File: src/rtl/life_step_controller.sv
// life_step_controller
// Computes one Game-of-Life (B3/S23) generation over a SIDE x SIDE grid held
// in an external bit memory. Each cell is visited with 9 read slots (self,
// then NW, N, NE, W, E, SW, S, SE) plus one decide cycle; the next generation
// accumulates in a shadow line and is bulk-loaded in a single init cycle.
//
// Build option: define LIFE_WRAP_EN for a toroidal grid (neighbour
// coordinates wrap modulo SIDE, every slot is a real read). Without it,
// off-grid neighbours are dead and their slot drives read=0, index=0.
// Timing is identical in both builds: memSize*10 + 2 cycles per step.
module life_step_controller #(
  parameter int size    = 5,
  parameter int memSize = 25,
  parameter int SIDE    = 5
) (
  input  logic               clk,
  input  logic               rst,
  input  logic               start,
  input  logic               mem_out,
  output logic [size-1:0]    index,
  output logic               read,
  output logic               init,
  output logic [memSize-1:0] line,
  output logic               busy,
  output logic               done
);

  typedef enum logic [2:0] {IDLE, SCAN, DECIDE, COMMIT, DONE} state_t;

  localparam logic signed [size+1:0] P1     = (size+2)'(1);
  localparam logic signed [size+1:0] M1     = (size+2)'(-1);
  localparam logic signed [size+1:0] SIDE_S = (size+2)'(SIDE);
  localparam logic [size-1:0]        SIDE_U = size'(SIDE);
  localparam logic [size-1:0]        LAST_C = size'(SIDE - 1);
  localparam logic [size-1:0]        LAST   = size'(memSize - 1);

  state_t               r_state, w_state_nxt;
  logic [size-1:0]      r_cell, r_row, r_col;
  logic [3:0]           r_slot;
  logic [3:0]           r_cnt;
  logic                 r_self;
  logic [memSize-1:0]   r_shadow;

  logic signed [size+1:0] w_dr, w_dc, w_nr, w_nc;
  logic                   w_row_ok, w_col_ok, w_in_grid;
  logic [size-1:0]        w_r, w_c, w_idx;
  logic                   w_next;

  // Neighbour coordinate for the current slot and its memory index
  always_comb begin
    w_dr = '0;
    w_dc = '0;
    case (r_slot)
      4'd1: begin w_dr = M1; w_dc = M1; end   // NW
      4'd2: begin w_dr = M1; w_dc = '0; end   // N
      4'd3: begin w_dr = M1; w_dc = P1; end   // NE
      4'd4: begin w_dr = '0; w_dc = M1; end   // W
      4'd5: begin w_dr = '0; w_dc = P1; end   // E
      4'd6: begin w_dr = P1; w_dc = M1; end   // SW
      4'd7: begin w_dr = P1; w_dc = '0; end   // S
      4'd8: begin w_dr = P1; w_dc = P1; end   // SE
      default: ;                              // slot 0: the cell itself
    endcase
    w_nr     = $signed({2'b00, r_row}) + w_dr;
    w_nc     = $signed({2'b00, r_col}) + w_dc;
    w_row_ok = !w_nr[size+1] && (w_nr < SIDE_S);
    w_col_ok = !w_nc[size+1] && (w_nc < SIDE_S);
`ifdef LIFE_WRAP_EN
    // Modular add/sub in size bits folds -1 to SIDE-1 and SIDE to 0
    w_in_grid = 1'b1;
    if (w_nr[size+1])  w_r = w_nr[size-1:0] + SIDE_U;
    else if (!w_row_ok) w_r = w_nr[size-1:0] - SIDE_U;
    else                w_r = w_nr[size-1:0];
    if (w_nc[size+1])  w_c = w_nc[size-1:0] + SIDE_U;
    else if (!w_col_ok) w_c = w_nc[size-1:0] - SIDE_U;
    else                w_c = w_nc[size-1:0];
`else
    w_in_grid = w_row_ok && w_col_ok;
    w_r       = w_nr[size-1:0];
    w_c       = w_nc[size-1:0];
`endif
    w_idx = w_r * SIDE_U + w_c;
  end

  // B3/S23 rule on the accumulated neighbour count
  always_comb begin
    if (r_self) w_next = (r_cnt == 4'd2) || (r_cnt == 4'd3);
    else        w_next = (r_cnt == 4'd3);
  end

  // State register
  always_ff @(posedge clk) begin
    if (rst) r_state <= IDLE;
    else     r_state <= w_state_nxt;
  end

  // Next-state and memory-side outputs
  always_comb begin
    w_state_nxt = r_state;
    index       = '0;
    read        = 1'b0;
    init        = 1'b0;
    line        = '0;
    busy        = (r_state != IDLE);
    done        = 1'b0;
    case (r_state)
      IDLE: begin
        if (start) w_state_nxt = SCAN;
      end
      SCAN: begin
        if (w_in_grid) begin
          read  = 1'b1;
          index = w_idx;
        end
        if (r_slot == 4'd8) w_state_nxt = DECIDE;
      end
      DECIDE: begin
        if (r_cell == LAST) w_state_nxt = COMMIT;
        else                w_state_nxt = SCAN;
      end
      COMMIT: begin
        init        = 1'b1;
        line        = r_shadow;
        w_state_nxt = DONE;
      end
      DONE: begin
        done        = 1'b1;
        w_state_nxt = IDLE;
      end
      default: w_state_nxt = IDLE;
    endcase
  end

  // Scan datapath: cell/row/col/slot counters, self bit, neighbour count, shadow
  always_ff @(posedge clk) begin
    if (rst) begin
      r_cell   <= '0;
      r_row    <= '0;
      r_col    <= '0;
      r_slot   <= '0;
      r_cnt    <= '0;
      r_self   <= 1'b0;
      r_shadow <= '0;
    end else begin
      case (r_state)
        IDLE: begin
          if (start) begin
            r_cell   <= '0;
            r_row    <= '0;
            r_col    <= '0;
            r_slot   <= '0;
            r_cnt    <= '0;
            r_self   <= 1'b0;
            r_shadow <= '0;
          end
        end
        SCAN: begin
          if (r_slot == 4'd0)  r_self <= mem_out;
          else if (w_in_grid)  r_cnt  <= r_cnt + {3'b000, mem_out};
          r_slot <= (r_slot == 4'd8) ? 4'd0 : r_slot + 4'd1;
        end
        DECIDE: begin
          r_shadow[r_cell] <= w_next;
          r_cnt            <= '0;
          if (r_cell != LAST) begin
            r_cell <= r_cell + 1'b1;
            if (r_col == LAST_C) begin
              r_col <= '0;
              r_row <= r_row + 1'b1;
            end else begin
              r_col <= r_col + 1'b1;
            end
          end
        end
        default: ;
      endcase
    end
  end

endmodule

File: config.mk
export PLATFORM = sky130hd
export DESIGN_NAME = life_step_controller
export DESIGN_NICKNAME = d
export VERILOG_FILES = /design/src/rtl/life_step_controller.sv
export SDC_FILE = /design/constraint.sdc
export NUM_CORES = 1
export LEC_CHECK = 0
export CAP_MARGIN = 5
export CORE_ASPECT_RATIO = 0.8
export CORE_MARGIN = 3
export CORE_UTILIZATION = 61
export DETAILED_ROUTE_END_ITERATION = 16
export DONT_BUFFER_PORTS = 1
export PLACE_DENSITY = 0.87
export SLEW_MARGIN = 20
export SYNTH_ARGS = -nofsm -noshare
export SYNTH_HDL_FRONTEND = slang
export SYNTH_SLANG_ARGS = --single-unit
File: constraint.sdc
create_clock -name clk -period 9.28 [get_ports clk]
set_input_delay 2.784 -clock clk [delete_from_list [all_inputs] [get_ports clk]]
set_output_delay 2.784 -clock clk [all_outputs]
set_load 0.01 [all_outputs]
==> summary.md <==
| Metric | Value |
|---|---|
| CP dominant cell by count | `ha_1` |
| DRC | `0` |
| CP max stage cell | `fa_1` |
| Fin cells | `approximately 500` |
| Post-CTS Resized | `0` |
| Die area | `0.007033 sq mm` |
| Run status | `completed` |
| Pwr Density | `between 100 and 150 mW/mm^2` |
| Chip Width | `93.02 um` |
| HP Class | `register to register` |
| Min-Delay Path Depth | `2` |
| Total routed wirelength | `8.110 mm` |
| # rows | `24` |
| Kind of critical path | `register to output pin` |
| Final net count | `about 470` |
| Detailed router's first-iteration violation count | `around 230` |
| Worst Hold End | `r_shadow[10]` |
| R2R Path End | `r_cnt[1]` |
| Max Cap Viol | `0` |
| Maximum vdd ir drop | `91.14 uV` |
| CTS tree | `done` |
| HP Start | `r_shadow[10]` |
| Largest net degree at the start of global routing | `43` |
| Final period util | `0.8040` |
| Endpoints failing hold | `0` |
| Logic pwr share | `0.294` |
| CP max stage delay | `0.53 ns` |
| Dpl cells | `494` |
| Setup-failing EPs final | `0` |
| PnR worst setup slack | `1.819 ns` |
| Worst R2R Path Depth | `11` |
| Layout Skew | `0.005244 ns` |
| Clock Power Share | `0.252` |
| Startpoint types | `register` |
| Total track usage | `0.2391` |
| CP Capture Type | `output pin` |
| Vias per cell | `6.135` |
| Final cell utilization of the core | `0.6689` |
| Worst skew pair latency | `0.30 ns` |
| Post-DP HPWL | `6.001 mm` |
| CTS clk-pin slew, worst paths | `0.09 ns` |
| Post-Route Setup TNS | `0 ns` |
| Mapped Nets | `482` |
| # diodes | `0` |
| Initial Util | `0.6545` |
| Synth Flop Type | `dfxtp_1` |
| Core area | `0.005645 sq mm` |
| R2R Setup Slk | `5.69 ns` |
| CTS sink cnt | `52` |
| Synth-to-layout area growth | `2.201%` |
| Lkg Pwr | `1.463 nW` |
| Post-route ant nets | `0` |
| Post-synth ARST share | `0` |
| RSZ-0062 raised after global routing | `no` |
| Most frequent cells in the layout | `dfxtp_1 (52), a21oi_1 (39), ha_1 (35)` |
| Mean Syn Cell Area | `8.416 sq um` |
| Via Count | `3080` |
| First-pass GRT wire length | `13.48 mm` |
| Fraction of layout cells with a size suffix above 1 | `0.06840` |
| Pint | `0.0003460 W` |
| Setup Slack @ Placement | `2.155 ns` |
| Post-synth EDFFs | `0` |
| Root Buffer | `clkbuf_8` |
| Switch share | `0.3287` |
| # hold bufs at CTS | `0` |
| DR WL/cell | `16.16 um` |
| Initial antenna violation count | `0` |
| Fin. max-slew vios | `0` |
| Fmax | `134.0 MHz` |
| Top post-synthesis cells by area | `dfxtp_1 (28%), ha_1 (12%), and2_1 (5.6%)` |
| Arr. time, crit path | `approximately 4.7 ns` |
| H-tree levels | `2` |
| P_sw | `0.0001694 W` |
| Die height | `about 76 um` |
| Syn Std Cell Area | `between 0.003 and 0.004 sq mm` |
| Number of global-route vias before repair | `between 2000 and 3000` |
| Min cycle time layout | `7.461 ns` |
| Final Wtd Congestion | `0.8922` |
| Critical path cell sequence | `inv_1, ha_1, nor3_1, nor2_1, ha_1, a21oi_1, and3b_1, nor2_1, ha_1, inv_1, fa_1, inv_1, ha_1, a21oi_1, xnor3_1, nor4_1` |
| Synth cell types | `59` |
| CTS Buf Count | `5` |
| Post-CTS Setup Inserts | `0` |
| Yosys Warn Count | `0` |
| Synth area leader | `dfxtp_1` |
| Worst-Margin Slew | `between 0.9 and 1 ns` |
| Reg2reg start | `r_slot[0]` |
| #FFs+latches synth | `52` |
| Drt first pass iters | `5` |
| Worst setup startpoint | `r_slot[0]` |
| Ports | `38` |
| Seq/Total Area, Yosys | `0.2817` |
| Commonest non-fill, non-tap cell in the layout | `dfxtp_1` |
| Worst slew margin | `0.3801` |
| Critical Path RT | `between 6 and 7 ns` |
| Sequential power share | `0.454` |
| Crit Path Max Fanout | `8` |
| Synthesized instance count | `439` |
| Port Buffer Count | `0` |
| Clock tree buffer depth | `2` |
| Post-synth top area share | `0.2817` |
| Total gr overflow | `0` |
| Overall Power | `0.0005154 W` |
-- cells in the mapped netlist, types with 2 or more instances --
cell / instances
mux2i_1: 3
nor4b_4: 2
nor3b_1: 7
nand2b_1: 6
o21ai_0: 4
clkbuf_1: 18
or3_1: 11
buf_6: 2
nand4_1: 8
and3b_1: 4
a21o_1: 4
nor2b_1: 2
and2_0: 4
a211oi_2: 3
xor2_1: 10
fa_1: 4
ha_1: 35
nor3_1: 11
dfxtp_1: 52
nand3_1: 33
nor2_1: 32
xnor2_1: 7
a21oi_2: 2
a22o_1: 2
a21oi_1: 39
nand3b_1: 2
a2111oi_4: 2
inv_1: 19
o211ai_1: 17
nor4_1: 3
and2_1: 33
or2_2: 2
nand2_2: 5
nand2_1: 26
-- worst max path at each step --
| stage | to | slack, ns | cells after the start |
|---|---|---|---|
| 3_5_place_dp | index[4] | 2.15 | 16 |
| 2_1_floorplan | index[4] | 2.52 | 16 |
| 3_3_place_gp | index[4] | 2.36 | 16 |
| 5_1_grt | index[4] | 1.48 | 15 |
| 4_1_cts | index[4] | 1.81 | 16 |
| 6_report | index[4] | 1.82 | 16 |
-- kinds of logic (layout without fill, tap and decap cells) --
family,Yosys count,after routing,share of synthesized area
flip-flops,52,52,0.2817
XOR/XNOR,18,18,0.04639
adder cells (fa/ha/maj),39,39,0.1402
AO/OA/AOI/OAI,85,85,0.1646
AND/OR/NAND/NOR,199,199,0.3078
buffers and inverters,42,27,0.04808
multiplexers,4,4,0.01118
-- power by group through the flow --
stage / Sequential (W) / Clock, W / Combinational [W]
floorplan: 0.000236 / 0 / 0.000126
global placement: 0.000239 / 0 / 0.000142
detailed placement: 0.000239 / 0 / 0.000149
CTS: 0.000234 / 0.000133 / 0.000150
global route: 0.000235 / 0.000141 / 0.000169
finish: 0.000234 / 0.000130 / 0.000151
-- per-stage QoR --
step                      hold WS, ns  cell area (sq um)
after floorplan                0.4433               3695
after global placement         0.4472               3686
after detailed placement       0.4503               3686
after CTS                      0.4621               3776
after global routing           0.4934               3776
final                          0.4595               3776
-- metal layers --
metal	GRT usage	vias to the layer above	part of all wire
met2	0.3966	111	0.46
met1	0.3217	1437	0.46
met4	0.07317	0	0.015
met5	0	-	0
met3	0.04640	12	0.059
li1	-	1520	-
-- flip-flops by register name, indices dropped and copies added (netlist names) --
name and count:
r_cell 5, r_cnt 4, r_col 5, r_row 5, r_self 1, r_shadow 25
r_slot 4, r_state 3
-- area by class of cell --
type | instances | area, sq um
Fill cell | 456 | 1869
Clock buffer | 8 | 90.09
Multi-Input combinational cell | 345 | 2476
Tap cell | 78 | 97.59
Inverter | 19 | 71.32
Sequential cell | 52 | 1041
-- critical path: cells and delay by family, from the launching register on --
| family | cells | cell delay (ns) |
|---|---|---|
| AND/OR/NAND/NOR | 5 | 1.28 |
| buffers and inverters | 3 | 0.21 |
| adder cells (fa/ha/maj) | 5 | 1.77 |
| flip-flops | 1 | 0.39 |
| XOR/XNOR | 1 | 0.34 |
| AO/OA/AOI/OAI | 2 | 0.37 |
No activity file was read; power rests on OpenSTA's default activity.
